<file path="config.mk">
export PLATFORM = sky130hd
export DESIGN_NAME = kp_scan_debounce_flat
export DESIGN_NICKNAME = d
export VERILOG_FILES = /design/src/rtl/kp_scan_debounce_if.sv /design/src/rtl/kp_scan_debounce.sv /design/src/flat_wrapper.sv
export SDC_FILE = /design/constraint.sdc
export NUM_CORES = 1
export LEC_CHECK = 0
export CAP_MARGIN = 20
export CELL_PAD_IN_SITES_DETAIL_PLACEMENT = 1
export CELL_PAD_IN_SITES_GLOBAL_PLACEMENT = 2
export CORE_ASPECT_RATIO = 0.7
export CORE_MARGIN = 5
export CORE_UTILIZATION = 40
export DETAILED_ROUTE_END_ITERATION = 10
export HOLD_SLACK_MARGIN = 0.1
export PLACE_DENSITY_LB_ADDON = 0.1
export RECOVER_POWER = 25
export SLEW_MARGIN = 10
export SYNTH_ARGS = -nofsm -noshare
export SYNTH_HDL_FRONTEND = slang
export SYNTH_SLANG_ARGS = --single-unit
</file>
<file path="constraint.sdc">
create_clock -name clk -period 11.6 [get_ports clk]
set_input_delay 1.16 -clock clk [delete_from_list [all_inputs] [get_ports clk]]
set_output_delay 1.16 -clock clk [all_outputs]
set_load 0.005 [all_outputs]
</file>
<file path="src/rtl/kp_scan_debounce_if.sv">
// -----------------------------------------------------------------------------
// kp_scan_debounce_if
// Bundles the keypad pin side (kpr/kpc) and the decoded key outputs of the
// keypad scanner into one interface.
//   master : keypad/consumer side - drives kpr, observes strobes and key outputs
//   slave  : scanner side         - samples kpr, drives kpc and key outputs
// Signals:
//   kpr       ROWS  row lines, active low
//   kpc       COLS  column strobes, active low, one-cold
//   key_code  KW    accepted key index (row*COLS + col)
//   key_valid 1     one-cycle pulse per accepted press or repeat
//   key_held  1     accepted key currently down
//   multi_err 1     stable frame shows more than one key down
// -----------------------------------------------------------------------------
interface kp_scan_debounce_if #(
    parameter int ROWS = 4,
    parameter int COLS = 4
);
    localparam int NK = ROWS * COLS;
    localparam int KW = (NK > 1) ? $clog2(NK) : 1;

    logic [ROWS-1:0] kpr;
    logic [COLS-1:0] kpc;
    logic [KW-1:0]   key_code;
    logic            key_valid;
    logic            key_held;
    logic            multi_err;

    modport master (
        output kpr,
        input  kpc,
        input  key_code,
        input  key_valid,
        input  key_held,
        input  multi_err
    );

    modport slave (
        input  kpr,
        output kpc,
        output key_code,
        output key_valid,
        output key_held,
        output multi_err
    );
endinterface

</file>
<file path="src/rtl/kp_scan_debounce.sv">
// -----------------------------------------------------------------------------
// kp_scan_debounce
// Keypad front end for a ROWS x COLS matrix: strobes one column low at a time,
// samples the (synchronised) active-low rows at the end of each column slot,
// assembles a frame, debounces whole frames and reports accepted keys with an
// optional auto-repeat.
// Ports:
//   clk      system clock
//   reset_n  synchronous reset, active low
//   kp       kp_scan_debounce_if.slave (kpr in; kpc, key_code, key_valid,
//            key_held, multi_err out - all outputs registered)
// -----------------------------------------------------------------------------
module kp_scan_debounce #(
    parameter int ROWS           = 4,
    parameter int COLS           = 4,
    parameter int SCAN_DIV       = 1000,
    parameter int DEBOUNCE_SCANS = 4,
    parameter bit REPEAT_EN      = 1'b0,
    parameter int REPEAT_DELAY   = 50,
    parameter int REPEAT_RATE    = 10
) (
    input  logic              clk,
    input  logic              reset_n,
    kp_scan_debounce_if.slave kp
);

    localparam int NK      = ROWS * COLS;
    localparam int KW      = (NK > 1) ? $clog2(NK) : 1;
    localparam int DIVW    = (SCAN_DIV > 1) ? $clog2(SCAN_DIV) : 1;
    localparam int COLW    = (COLS > 1) ? $clog2(COLS) : 1;
    localparam int STW     = $clog2(DEBOUNCE_SCANS + 1);
    localparam int REP_MAX = (REPEAT_DELAY > REPEAT_RATE) ? REPEAT_DELAY : REPEAT_RATE;
    localparam int RPW     = $clog2(REP_MAX + 1);

    localparam logic [DIVW-1:0] DIV_LAST = DIVW'(SCAN_DIV - 1);
    localparam logic [COLW-1:0] COL_LAST = COLW'(COLS - 1);
    localparam logic [STW-1:0]  ST_FULL  = STW'(DEBOUNCE_SCANS);

    typedef enum logic [1:0] {
        CAND_NONE  = 2'd0,
        CAND_KEY   = 2'd1,
        CAND_MULTI = 2'd2
    } cand_e;

    // One-cold strobe pattern for a given column index.
    function automatic logic [COLS-1:0] strobe_for(input logic [COLW-1:0] c);
        logic [COLS-1:0] s;
        s = '1;
        for (int i = 0; i < COLS; i++) begin
            if (COLW'(i) == c) begin
                s[i] = 1'b0;
            end
        end
        return s;
    endfunction

    // Registered state
    logic [ROWS-1:0] sync1_q, sync2_q;
    logic [DIVW-1:0] div_q, div_d;
    logic [COLW-1:0] col_q, col_d;
    logic [COLS-1:0] kpc_q, kpc_d;
    logic [NK-1:0]   frame_q, frame_d;
    cand_e           cand_kind_q, cand_kind_d;
    logic [KW-1:0]   cand_key_q, cand_key_d;
    logic [STW-1:0]  stable_q, stable_d;
    logic [RPW-1:0]  rep_cnt_q, rep_cnt_d;
    logic            rep_first_q, rep_first_d;
    logic [KW-1:0]   key_code_q, key_code_d;
    logic            key_valid_q, key_valid_d;
    logic            key_held_q, key_held_d;
    logic            multi_err_q, multi_err_d;

    // Combinational helpers
    logic            sample_s;
    logic            wrap_s;
    logic [NK-1:0]   frame_full_s;
    logic [1:0]      hits_s;
    logic [KW-1:0]   res_key_s;
    cand_e           res_kind_s;
    logic            same_s;
    logic [STW-1:0]  cnt_new_s;
    logic            reach_s;
    logic            rep_ok_s;
    logic [RPW-1:0]  rep_new_s;
    logic [RPW-1:0]  rep_target_s;

    // Scan timing: sample on the last cycle of a column slot, wrap after the last column.
    always_comb begin
        sample_s = (div_q == DIV_LAST);
        wrap_s   = sample_s && (col_q == COL_LAST);
    end

    // Current frame with this cycle's row sample merged in (pressed = 1).
    always_comb begin
        frame_full_s = frame_q;
        for (int r = 0; r < ROWS; r++) begin
            for (int c = 0; c < COLS; c++) begin
                if (sample_s && (COLW'(c) == col_q)) begin
                    frame_full_s[r*COLS + c] = ~sync2_q[r];
                end else begin
                    frame_full_s[r*COLS + c] = frame_q[r*COLS + c];
                end
            end
        end
    end

    // Classify the frame: count set bits (saturating at 2) and remember the index.
    always_comb begin
        hits_s    = 2'd0;
        res_key_s = '0;
        for (int i = 0; i < NK; i++) begin
            if (frame_full_s[i]) begin
                hits_s    = (hits_s == 2'd2) ? 2'd2 : hits_s + 2'd1;
                res_key_s = KW'(i);
            end else begin
                res_key_s = res_key_s;
            end
        end
        case (hits_s)
            2'd0:    res_kind_s = CAND_NONE;
            2'd1:    res_kind_s = CAND_KEY;
            default: res_kind_s = CAND_MULTI;
        endcase
    end

    // Debounce comparison and repeat eligibility for the frame being evaluated.
    always_comb begin
        same_s = (res_kind_s == cand_kind_q) &&
                 ((res_kind_s != CAND_KEY) || (res_key_s == cand_key_q));
        if (same_s) begin
            cnt_new_s = (stable_q == ST_FULL) ? stable_q : stable_q + STW'(1);
        end else begin
            cnt_new_s = STW'(1);
        end
        // Action fires only on the frame the count first hits the threshold.
        reach_s  = wrap_s && (cnt_new_s == ST_FULL) && ((stable_q != ST_FULL) || !same_s);
        // Repeat only counts frames after the accepting frame, with the held key still stable.
        rep_ok_s = wrap_s && same_s && (stable_q == ST_FULL) && (cand_kind_q == CAND_KEY) &&
                   (cand_key_q == key_code_q) && key_held_q;
        rep_new_s    = rep_cnt_q + RPW'(1);
        rep_target_s = rep_first_q ? RPW'(REPEAT_DELAY) : RPW'(REPEAT_RATE);
    end

    // Next-state for divider, column, frame, debounce, repeat and outputs.
    always_comb begin
        div_d       = sample_s ? '0 : div_q + DIVW'(1);
        col_d       = col_q;
        frame_d     = frame_full_s;
        cand_kind_d = cand_kind_q;
        cand_key_d  = cand_key_q;
        stable_d    = stable_q;
        rep_cnt_d   = rep_cnt_q;
        rep_first_d = rep_first_q;
        key_code_d  = key_code_q;
        key_held_d  = key_held_q;
        multi_err_d = multi_err_q;
        key_valid_d = 1'b0;

        if (sample_s) begin
            col_d = wrap_s ? '0 : col_q + COLW'(1);
        end else begin
            col_d = col_q;
        end
        kpc_d = strobe_for(col_d);

        if (wrap_s) begin
            frame_d     = '0;
            cand_kind_d = res_kind_s;
            cand_key_d  = res_key_s;
            stable_d    = cnt_new_s;

            if (reach_s) begin
                case (res_kind_s)
                    CAND_KEY: begin
                        multi_err_d = 1'b0;
                        if (!key_held_q || (res_key_s != key_code_q)) begin
                            key_code_d  = res_key_s;
                            key_held_d  = 1'b1;
                            key_valid_d = 1'b1;
                        end else begin
                            key_held_d = key_held_q;
                        end
                    end
                    CAND_NONE: begin
                        key_held_d  = 1'b0;
                        multi_err_d = 1'b0;
                    end
                    CAND_MULTI: begin
                        multi_err_d = 1'b1;
                    end
                    default: begin
                        multi_err_d = multi_err_q;
                    end
                endcase
            end else begin
                multi_err_d = multi_err_q;
            end

            if ((REPEAT_EN == 1'b1) && rep_ok_s) begin
                if (rep_new_s == rep_target_s) begin
                    key_valid_d = 1'b1;
                    rep_cnt_d   = '0;
                    rep_first_d = 1'b0;
                end else begin
                    rep_cnt_d = rep_new_s;
                end
            end else begin
                rep_cnt_d   = '0;
                rep_first_d = 1'b1;
            end
        end else begin
            frame_d = frame_full_s;
        end
    end

    // State registers with synchronous active-low reset.
    always_ff @(posedge clk) begin
        if (!reset_n) begin
            sync1_q     <= '1;
            sync2_q     <= '1;
            div_q       <= '0;
            col_q       <= '0;
            kpc_q       <= strobe_for('0);
            frame_q     <= '0;
            cand_kind_q <= CAND_NONE;
            cand_key_q  <= '0;
            stable_q    <= '0;
            rep_cnt_q   <= '0;
            rep_first_q <= 1'b1;
            key_code_q  <= '0;
            key_valid_q <= 1'b0;
            key_held_q  <= 1'b0;
            multi_err_q <= 1'b0;
        end else begin
            sync1_q     <= kp.kpr;
            sync2_q     <= sync1_q;
            div_q       <= div_d;
            col_q       <= col_d;
            kpc_q       <= kpc_d;
            frame_q     <= frame_d;
            cand_kind_q <= cand_kind_d;
            cand_key_q  <= cand_key_d;
            stable_q    <= stable_d;
            rep_cnt_q   <= rep_cnt_d;
            rep_first_q <= rep_first_d;
            key_code_q  <= key_code_d;
            key_valid_q <= key_valid_d;
            key_held_q  <= key_held_d;
            multi_err_q <= multi_err_d;
        end
    end

    assign kp.kpc       = kpc_q;
    assign kp.key_code  = key_code_q;
    assign kp.key_valid = key_valid_q;
    assign kp.key_held  = key_held_q;
    assign kp.multi_err = multi_err_q;

endmodule

</file>
<file path="src/flat_wrapper.sv">
// flat-port wrapper written by rule: the top's interface ports become plain ports
module kp_scan_debounce_flat 
#(
    parameter int ROWS           = 4,
    parameter int COLS           = 4,
    parameter int SCAN_DIV       = 1000,
    parameter int DEBOUNCE_SCANS = 4,
    parameter bit REPEAT_EN      = 1'b0,
    parameter int REPEAT_DELAY   = 50,
    parameter int REPEAT_RATE    = 10
)
  (clk, reset_n, kp_kpr, kp_kpc, kp_key_code, kp_key_valid, kp_key_held, kp_multi_err);
  kp_scan_debounce_if #(.ROWS(ROWS), .COLS(COLS)) kp_i ();
  input  logic clk;
  input  logic reset_n;
  input wire logic [$bits(kp_i.kpr)-1:0] kp_kpr;
  output wire logic [$bits(kp_i.kpc)-1:0] kp_kpc;
  output wire logic [$bits(kp_i.key_code)-1:0] kp_key_code;
  output wire logic [$bits(kp_i.key_valid)-1:0] kp_key_valid;
  output wire logic [$bits(kp_i.key_held)-1:0] kp_key_held;
  output wire logic [$bits(kp_i.multi_err)-1:0] kp_multi_err;
  assign kp_i.kpr = kp_kpr;
  assign kp_kpc = kp_i.kpc;
  assign kp_key_code = kp_i.key_code;
  assign kp_key_valid = kp_i.key_valid;
  assign kp_key_held = kp_i.key_held;
  assign kp_multi_err = kp_i.multi_err;
  kp_scan_debounce #(.ROWS(ROWS), .COLS(COLS), .SCAN_DIV(SCAN_DIV), .DEBOUNCE_SCANS(DEBOUNCE_SCANS), .REPEAT_EN(REPEAT_EN), .REPEAT_DELAY(REPEAT_DELAY), .REPEAT_RATE(REPEAT_RATE)) u_core (.clk(clk), .reset_n(reset_n), .kp(kp_i));
endmodule
</file>
# After elaboration in Yosys (flattened, before gate mapping)
# Cells that the tools add are included.
# op_classes
n_shift,0
addsub,18
order_cmp,0
bitwise_logic,5
n_div,0
n_mux,75
n_reduce_logical,26
n_mul,0
eq_ne,34
# ops
cell,count
2-bit two-way mux,34
"2-bit equality test, second input constant",16
4-bit two-way mux,8
"2-bit by 1-bit adder with 2-bit output, second input constant",15
1-bit two-way mux,24
3-bit two-way mux,6
4-bit AND reduction,3
"10-bit by 1-bit adder with 10-bit output, second input constant",1
"10-bit equality test, second input constant",1
"2-bit equality test, first input constant",4
1-bit logical AND,8
2-bit logical NOT,4
"3-bit equality test, second input constant",2
2-bit OR reduction,3
1-bit inverter,5
"1-bit by 2-bit equality test with 1-bit output, first input constant",2
"2-bit by 1-bit equality test with 1-bit output, second input constant",2
4-bit equality test,1
"2-bit by 1-bit inequality test with 1-bit output, second input constant",2
4-bit inequality test,1
1-bit case mux with 2 select lines,2
2-bit case mux with 2 select lines,1
2-bit nonzero test,2
"3-bit by 1-bit adder with 3-bit output, second input constant",1
other kinds (7),10
# word_totals
input_bits,6
ff_bits,56
memories,0
romBits,0
ram_bits,0
out_inout_bits,11
wordCells,171
latch_bits,0

# Logic depth before layout (Yosys ltp)
# Gate-level depths: netlist (run 1).
# depth
word_depth,59
ltp_mapped,35
ltp_nobuf,32

# Least setup slack after synthesis (run 1)
# OpenSTA, ideal clock, no wires.
# synth_path
kind,reg2reg
start,reg u_core.div_q[0]
end,"reg u_core.key_code_q[2], in the netlist u_core.kp.key_code[2]"
path_buffers,2
setup_ps,119
required_ps,11481
stages_incl_launch_ff,32
path_slack_ps,3835
t_arrival_ps,7646
period_less_slack_ps,7765
cell_sequence,dfxtp_1 ha_1 and3_1 buf_2 nand4_1 o21a_1 ha_1 clkbuf_1 nor3b_1 a21oi_1 mux2_4 or3_4 a32oi_4 o32ai_4 xnor2_1 or4_1 a311o_1 nand2_4 o31ai_1 a211o_1 or2_1 a2111oi_2 o2bb2ai_1 nand2b_1 mux2_2 mux2i_1 inv_1 ha_1 mux2_4 or3_4 or2_1 o221a_2
# synth_between
elab_chain_cells,59
elab_cells_between_ends,116
classes_between,add/sub (15); eq/ne (23); mux (64); reduce/logical (14)
# synth_lines
element,line,rtl
start: declaration,kp_scan_debounce.sv:59,"logic [DIVW-1:0] div_q, div_d;"
start signal: assignment,kp_scan_debounce.sv:237,div_q <= div_d;
10-bit equality test *,kp_scan_debounce.sv:89,sample_s = (div_q == DIV_LAST);
1-bit logical AND,kp_scan_debounce.sv:98,if (sample_s && (COLW'(c) == col_q)) begin
1-bit two-way mux,kp_scan_debounce.sv:98,
1-bit two-way mux,kp_scan_debounce.sv:112,if (frame_full_s[i]) begin
1-bit by 1-bit adder with 2-bit output / 1-bit by 2-bit equality test with 1-bit output (equally long branches),kp_scan_debounce.sv:113,hits_s = (hits_s == 2'd2) ? 2'd2 : hits_s + 2'd1;
2-bit two-way mux,kp_scan_debounce.sv:113,
2-bit two-way mux,kp_scan_debounce.sv:112,
2-bit by 1-bit adder with 2-bit output / 2-bit equality test (equally long branches),kp_scan_debounce.sv:113,
[42 not listed],-,
2-bit case mux with 2 select lines,kp_scan_debounce.sv:119,case (hits_s)
2-bit by 1-bit inequality test with 1-bit output,kp_scan_debounce.sv:129,((res_kind_s != CAND_KEY) || (res_key_s == cand_key_q));
1-bit logical OR,kp_scan_debounce.sv:129,
1-bit logical AND,kp_scan_debounce.sv:128,same_s = (res_kind_s == cand_kind_q) &&
3-bit two-way mux,kp_scan_debounce.sv:130,if (same_s) begin
3-bit equality test,kp_scan_debounce.sv:136,reach_s = wrap_s && (cnt_new_s == ST_FULL) && ((stable_q != ST_FULL) || !same_s);
1-bit logical AND (2 in a row),kp_scan_debounce.sv:136,
4-bit AND reduction (no line),-,
end signal: assignment,kp_scan_debounce.sv:246,key_code_q <= key_code_d;
end: declaration,kp_scan_debounce.sv:68,"logic [KW-1:0] key_code_q, key_code_d;"
# Every way passes the cells marked *; elsewhere a longest branch is shown, timed or not.
# A chain may end at the register's enable or synchronous reset.

# Worst setup path after layout (run 1)
# layout_path
start,reg u_core.div_q[0]
end,"reg u_core.key_code_q[2], in the netlist u_core.kp.key_code[2]"
# layout_between
elab_cells_between_ends,116
classes_between,add/sub (15); eq/ne (23); mux (64); reduce/logical (14)
# layout_lines
element,line,rtl
10-bit equality test *,kp_scan_debounce.sv:89,
1-bit logical AND *,kp_scan_debounce.sv:98,
1-bit two-way mux *,kp_scan_debounce.sv:98,
net u_core.frame_full_s[1],kp_scan_debounce.sv:76,logic [NK-1:0] frame_full_s;
2-bit two-way mux,kp_scan_debounce.sv:112,
2-bit by 1-bit adder with 2-bit output / 2-bit equality test (equally long branches),kp_scan_debounce.sv:113,
2-bit two-way mux,kp_scan_debounce.sv:113,
2-bit two-way mux,kp_scan_debounce.sv:112,
[40 not listed],-,
2-bit case mux with 2 select lines,kp_scan_debounce.sv:119,
2-bit by 1-bit inequality test with 1-bit output,kp_scan_debounce.sv:129,
1-bit logical OR,kp_scan_debounce.sv:129,
1-bit logical AND,kp_scan_debounce.sv:128,
3-bit two-way mux,kp_scan_debounce.sv:130,
3-bit equality test,kp_scan_debounce.sv:136,
1-bit logical AND (2 in a row),kp_scan_debounce.sv:136,
4-bit AND reduction (no line) *,-,
# Mark *: on every way through the listed nets, which the timed path passes. The rest lies on a longest branch.

==> results of run 1 <==
sequential cells by signal (all words and copies together) (netlist names):
register             flops
u_core.cand_kind_q       2
u_core.col_q             2
u_core.kp.key_valid      1
u_core.kp.key_held       1
u_core.kp.kpc            4
u_core.div_q            10
u_core.stable_q          3
u_core.kp.multi_err      1
u_core.sync2_q           4
u_core.sync1_q           4
u_core.kp.key_code       4
u_core.frame_q          16
u_core.cand_key_q        4
final timing paths:
kind,endpoint,slack (ps),cells past startpoint
min reg2reg,u_core.sync2_q[0],420,1
min,u_core.sync2_q[0],420,1
max,u_core.kp.key_code[2],2470,31
max reg2reg,u_core.kp.key_code[2],2470,31
cells in the final DEF (no fill, tap or decap), types with 7 or more instances in the layout:
cell type,Yosys,final
nor2_1,62,62
dfxtp_1,56,56
nand2_1,51,51
a21oi_1,31,31
o21ai_0,29,29
nand3_1,20,20
inv_1,17,17
nor3_1,16,16
xor2_1,15,15
nand2b_1,14,14
xnor2_1,13,13
mux2i_1,12,12
ha_1,12,12
clkdlybuf4s50_1,0,12
nand4_1,11,11
a31oi_1,11,11
o21a_1,10,10
or3_1,8,8
o211ai_1,8,8
and3_1,7,7
a211oi_1,7,7
layout make-up:
class,count,area share
Inverter,17,0.0130
Tap cell,153,0.0389
Clock inverter,3,0.00863
Sequential cell,56,0.228
Multi-Input combinational cell,468,0.647
Clock buffer,5,0.0254
Timing Repair Buffer,21,0.0401
synth_stat cells, drive strengths merged, types with 10 or more instances:
master,n,area share
a21oi,31,0.034
a31oi,11,0.015
buf,13,0.019
clkbuf,14,0.012
dfxtp,56,0.25
ha,12,0.033
inv,17,0.014
mux2i,13,0.032
nand2,52,0.045
nand2b,14,0.019
nand3,21,0.024
nand4,12,0.020
nor2,62,0.052
nor3,17,0.020
o21a,10,0.017
o21ai,33,0.037
or3,10,0.016
xnor2,14,0.029
xor2,15,0.029
per-layer routing:
metal | track usage | vias up | routed length (um)
met3 | 0.0245 | 6 | 428
li1 | - | 2135 | -
met1 | 0.313 | 2146 | 7060
met2 | 0.302 | 67 | 5630
met4 | 0.0299 | 0 | 77
met5 | 0 | - | 0
report_power, final:
group          leakage (nW)  internal (mW)  switching, mW
clock                0.0798          0.102         0.0689
combinational          1.23        0.00400        0.00616
sequential            0.454          0.195        0.00277
total                  1.76          0.300         0.0778
cell families (layout without fill, tap and decap cells):
group                      after synthesis  in the layout  synth area share
AOI/OAI and AO/OA                      174            174             0.292
xor gates and xnor gates                29             29            0.0580
adders and majority gates               13             13            0.0355
buffers and inverters                   44             46            0.0444
DFF                                     56             56             0.249
muxes                                   21             21            0.0533
and+or+nand+nor                        231            231             0.268
worst max-delay path, delay by kind of cell, from the launching register on:
family / cells / cell delay [ps]
flops: 1 / 370
mux: 3 / 780
compound gates: 12 / 3380
xor+xnor: 2 / 500
simple gates: 9 / 2970
fa+ha+maj: 3 / 860
buf+inv: 2 / 170
==> flow_summary_export.csv, run 1 <==
group,metric,value,unit
finish,drive_gt1_frac,0.0930,
floorplan,num_rows,32,
finish,diodes,0,
clock_network,post-cts-setup-buffers,0,
clock_network,cts_tree,"yes",
sta,fmax,0.110,GHz
synthesis,syn_nets,586,
min_path,hp-class,"reg -> reg",
routing,wire_per_inst,18.2,um
synthesis,synth_cell_types,93,
finish,syn_to_final_growth,9.33,%
routing,viasPerCell,6.02,
floorplan,initial_utilization,0.409,
finish,multi_input_area,3190,um^2
sta,relSlewSlack,0.372,
clock_network,root_buffer,"clkbuf_16",
sta,finalHoldViolCount,0,
routing,finalWirelength,13200,um
placed_design,placed_area,4760,um^2
routing,drtIter0Drc,278,
critical_path,cp-startpoint,"u_core.div_q[0]",
sta,layout_setup_ws,2470,ps
sta,finalMaxSlewViolations,0,
clock_network,clock_path_buffers,2,
synthesis,syn_avg_cell_area,7.93,um^2
routing,detail-route-antenna-nets,0,
floorplan,die_y,98.8,um
floorplan,dieArea,13500,um^2
finish,fillCellCount,1335,
clock_network,postCtsHoldBufs,0,
routing,drc,0,
min_path,min-delay-start,"u_core.sync1_q[0]",
critical_path,crit_slowest_cell,"nor2_1",
floorplan,fp.dieW,137,um
critical_path,cp_common_cell,"ha_1",
synthesis,synth_top_flop_cell,"dfxtp_1",
finish,layout.nets,587,
finish,seqCellArea,1120,um^2
synthesis,synth-seq-cells,56,
grt,grt_max_degree,23,
placed_design,place_ws,2640,ps
outcome,status,"finished, final reports clean",
routing,num_vias,4354,
critical_path,required,11790,ps
floorplan,core_area,11000,um^2
clock_network,clk_pin_slew,70,ps
grt,antenna_found_initial,0,
pwr,power,0.378,mW
sta,fin_skew,6.69,ps
critical_path,cpPeakStageDelay,670,ps
clock_network,cts_resized,0,
sta,tightestPinTransition,916,ps
sta,rsz0062_at_grt,"false",
finish,finalNonFillerCells,723,
sta,finalSetupViolations,0,
synthesis,synth-edff-count,0,
clock_network,clk_latency,300,ps
synthesis,postSynth.asyncResetShare,0,
finish,fin_area,4930,um^2
synthesis,syn_inst,568,
routing,drt_first_pass_iters,4,
placed_design,io_buffers,16,
critical_path,critPathMaxFanout,13,
critical_path,crit_type,"reg -> reg",
job,maxCapViolCount,0,
synthesis,ys_warn_count,0,
grt,overflow,0,
critical_path,worstSetupEndpointType,"register",
grt,grt_use_total,0.201,
clock_network,cts_max_level,2,
placed_design,place_congestion,0.849,
synthesis,netlist_area,4510,um^2
clock_network,cts_num_sinks,56,
pwr,leakage,1.76,nW
placed_design,dpl.hpwl,10200,um
grt,grt_pass1_vias,4326,
critical_path,critPathArrivalTime,9320,ps
critical_path,worstSetupStartpointType,"register",
sta,finalSetupTns,0,ps
placed_design,dpl.cell_count,715,
floorplan,pin_count,17,
pwr,irDropWorstVdd,73.0,uV
critical_path,reg2reg_from,"u_core.div_q[0]",
synthesis,synth-seq-area-share,0.249,
pwr,p_per_area,76.8,nW/um^2
sta,period_share,0.787,
sta,min_period,9130,ps
clock_network,cts_buffers,5,
finish,final_util,0.448,
grt,grt_pass1_wl,22600,um
sta,whs,421,ps
(Power assumes the default switching activity.)
==> run 2: changes to the inputs <==
--- a/config.mk
+++ b/config.mk
@@ -10,7 +10,7 @@
 export CELL_PAD_IN_SITES_GLOBAL_PLACEMENT = 2
 export CORE_ASPECT_RATIO = 0.7
 export CORE_MARGIN = 5
-export CORE_UTILIZATION = 40
+export CORE_UTILIZATION = 34
 export DETAILED_ROUTE_END_ITERATION = 10
 export HOLD_SLACK_MARGIN = 0.1
 export PLACE_DENSITY_LB_ADDON = 0.1
==> constraint.sdc (replaced) <==
create_clock -name clk -period 7.4 [get_ports clk]
set_input_delay 0.74 -clock clk [delete_from_list [all_inputs] [get_ports clk]]
set_output_delay 0.74 -clock clk [all_outputs]
set_load 0.005 [all_outputs]
==> run 2 against run 1 <==
  * The run now ends with negative setup slack left
  * Cell count rose by 18%
  * Cell area grew 30%
  * Sequential cell count did not move
  * Sequential share of layout area fell by 5.2 points
  * Die area is 16% higher
  * Total power is 52% higher
  * Sequential power rose by 56%
  * Clock skew grew 2.8 ps
  * Via count rose by 12%
  * Setup slack got worse by 2600 ps
  * Critical path type unchanged
  * Critical endpoint is now u_core.kp.key_code[3]
==> flow_summary_export.csv, run 2 (synthesized netlist as in run 1, its figures left out) <==
group,metric,value,unit
sta,fin_skew,9.53,ps
floorplan,die_y,106,um
floorplan,initial_utilization,0.344,
outcome,status,"complete, but fails checks",
sta,period_share,1.01,
finish,final_common_cell,"buf_4",
clock_network,cts_num_sinks,56,
routing,detail-route-antenna-nets,0,
clock_network,cts_buffers,5,
floorplan,pin_count,17,
sta,layout_setup_ws,-106,ps
finish,layout.nets,703,
sta,tightestPinTransition,904,ps
finish,top_register,"u_core.frame_q",
finish,diodes,0,
finish,mostFrequentLayoutCells,"110 x buf_4, 57 x nor2_1, 52 x dfxtp_1, 50 x nand2_1, 25 x a21oi_1",
routing,drc,0,
sta,finalSetupTns,-310,ps
grt,grt_pass1_wl,26200,um
routing,drtIter0Drc,191,
clock_network,clock_path_buffers,2,
placed_design,dpl.cell_count,826,
clock_network,clk_pin_slew,80,ps
pwr,p_per_area,89.5,nW/um^2
critical_path,worstSetupEndpointType,"register",
routing,num_vias,4881,
placed_design,io_buffers,16,
grt,grt_max_degree,23,
critical_path,required,7590,ps
placed_design,dpl.hpwl,11900,um
floorplan,num_rows,35,
pwr,leakage,2.44,nW
clock_network,root_buffer,"clkbuf_16",
clock_network,cts_max_level,2,
sta,relSlewSlack,0.393,
finish,largest_reg_flops,16,
outcome,failed_checks,"negative setup slack",
grt,overflow,0,
finish,finalNonFillerCells,852,
sta,finalSetupViolations,5,
pwr,irDropWorstVdd,124,uV
critical_path,worstSetupStartpointType,"register",
sta,min_period,7510,ps
placed_design,place_congestion,0.873,
routing,finalWirelength,16000,um
routing,viasPerCell,5.73,
critical_path,crit_slowest_cell,"or3_4",
critical_path,critPathMaxFanout,6,
critical_path,critPathArrivalTime,7700,ps
sta,finalMaxSlewViolations,0,
grt,grt_pass1_vias,5038,
routing,wire_per_inst,18.8,um
job,maxCapViolCount,0,
min_path,min_path_cells,1,
clock_network,cts_tree,"yes",
grt,antenna_found_initial,0,
critical_path,crit_type,"reg -> reg",
sta,finalHoldViolCount,0,
sta,fmax,0.133,GHz
floorplan,dieArea,15700,um^2
floorplan,core_area,13100,um^2
critical_path,cpPeakStageDelay,400,ps
floorplan,fp.dieW,148,um
min_path,hp-class,"reg -> reg",
finish,syn_to_final_growth,42.6,%
grt,grt_use_total,0.200,
clock_network,clk_latency,300,ps
finish,largestRegisters,"u_core.frame_q x16, u_core.div_q x10",
sta,rsz0062_at_grt,"true",
critical_path,rr_worst_depth,33,
clock_network,postCtsHoldBufs,0,
finish,drive_gt1_frac,0.357,
routing,drt_first_pass_iters,4,
pwr,power,0.575,mW
-- run 2: power by group --
group          internal, mW  switching [mW]  total, mW  leakage, nW
registers             0.306         0.00356      0.309        0.455
logic               0.00855          0.0122     0.0208         1.91
clock network         0.127           0.118      0.246       0.0742
-- run 2: metal layers --
metal | track usage | wire length (um) | up-vias
met5 | 0 | 0 | -
met4 | 0.0279 | 133 | 0
met3 | 0.0273 | 361 | 12
met2 | 0.334 | 7430 | 65
met1 | 0.282 | 8090 | 2433
li1 | - | - | 2371
-- run 2: timing repair --
item / 4_1_cts / 5_1_grt
buffers inserted: 7 / 11
resized for setup: 46 / 60
pin swaps: 29 / 33
setup endpoints to repair: 11 / 12
-- run 2: through the flow --
stage                     cell area (um^2)  utilization  hold slack (ps)  worst slack (ps)
after floorplan                       4610            -              386              -146
after global placement                5600        0.428              401              -333
after detailed placement              5600        0.428              398              -496
after CTS                             6010        0.459              419             -73.7
after global routing                  6430        0.491              430              -369
final                                 6430        0.491              415              -106
-- run 2: area by class of cell --
| class | instances | area (um^2) |
|---|---|---|
| fillers | 1550 | 6670 |
| multi-input cells | 468 | 3760 |
| flip-flops and latches | 56 | 1130 |
| repair buffers | 137 | 1120 |
| well taps | 166 | 208 |
| clock buffers | 5 | 125 |
| inverters | 17 | 63.8 |
| clock inverters | 3 | 22.5 |
-- run 2: worst paths after layout --
path / from / end / slack [ps]
worst min register to register: u_core.sync1_q[1] / u_core.sync2_q[1] / 420
worst max register to register: u_core.div_q[1] / u_core.kp.key_code[3] / -110
worst max-delay path: u_core.div_q[1] / u_core.kp.key_code[3] / -110
worst min-delay path: u_core.sync1_q[1] / u_core.sync2_q[1] / 420
-- run 2: critical path, delay by kind of cell, from the launching register on --
kind                     cells  cell delay [ps]
AO/OA/AOI/OAI               10             2530
adder cells (fa/ha/maj)      3              660
buffers and inverters        5              760
flip-flops                   1              360
multiplexers                 5             1140
AND/OR/NAND/NOR             10             1920
==> run 3: changes to the inputs <==
--- a/config.mk
+++ b/config.mk
@@ -5,7 +5,7 @@
 export SDC_FILE = /design/constraint.sdc
 export NUM_CORES = 1
 export LEC_CHECK = 0
-export CAP_MARGIN = 20
+export ABC_CLOCK_PERIOD_IN_PS = 7400
 export CELL_PAD_IN_SITES_DETAIL_PLACEMENT = 1
 export CELL_PAD_IN_SITES_GLOBAL_PLACEMENT = 2
 export CORE_ASPECT_RATIO = 0.7
==> results of run 3 <==
Final layout, timing and power as in run 2 (identical DEF).
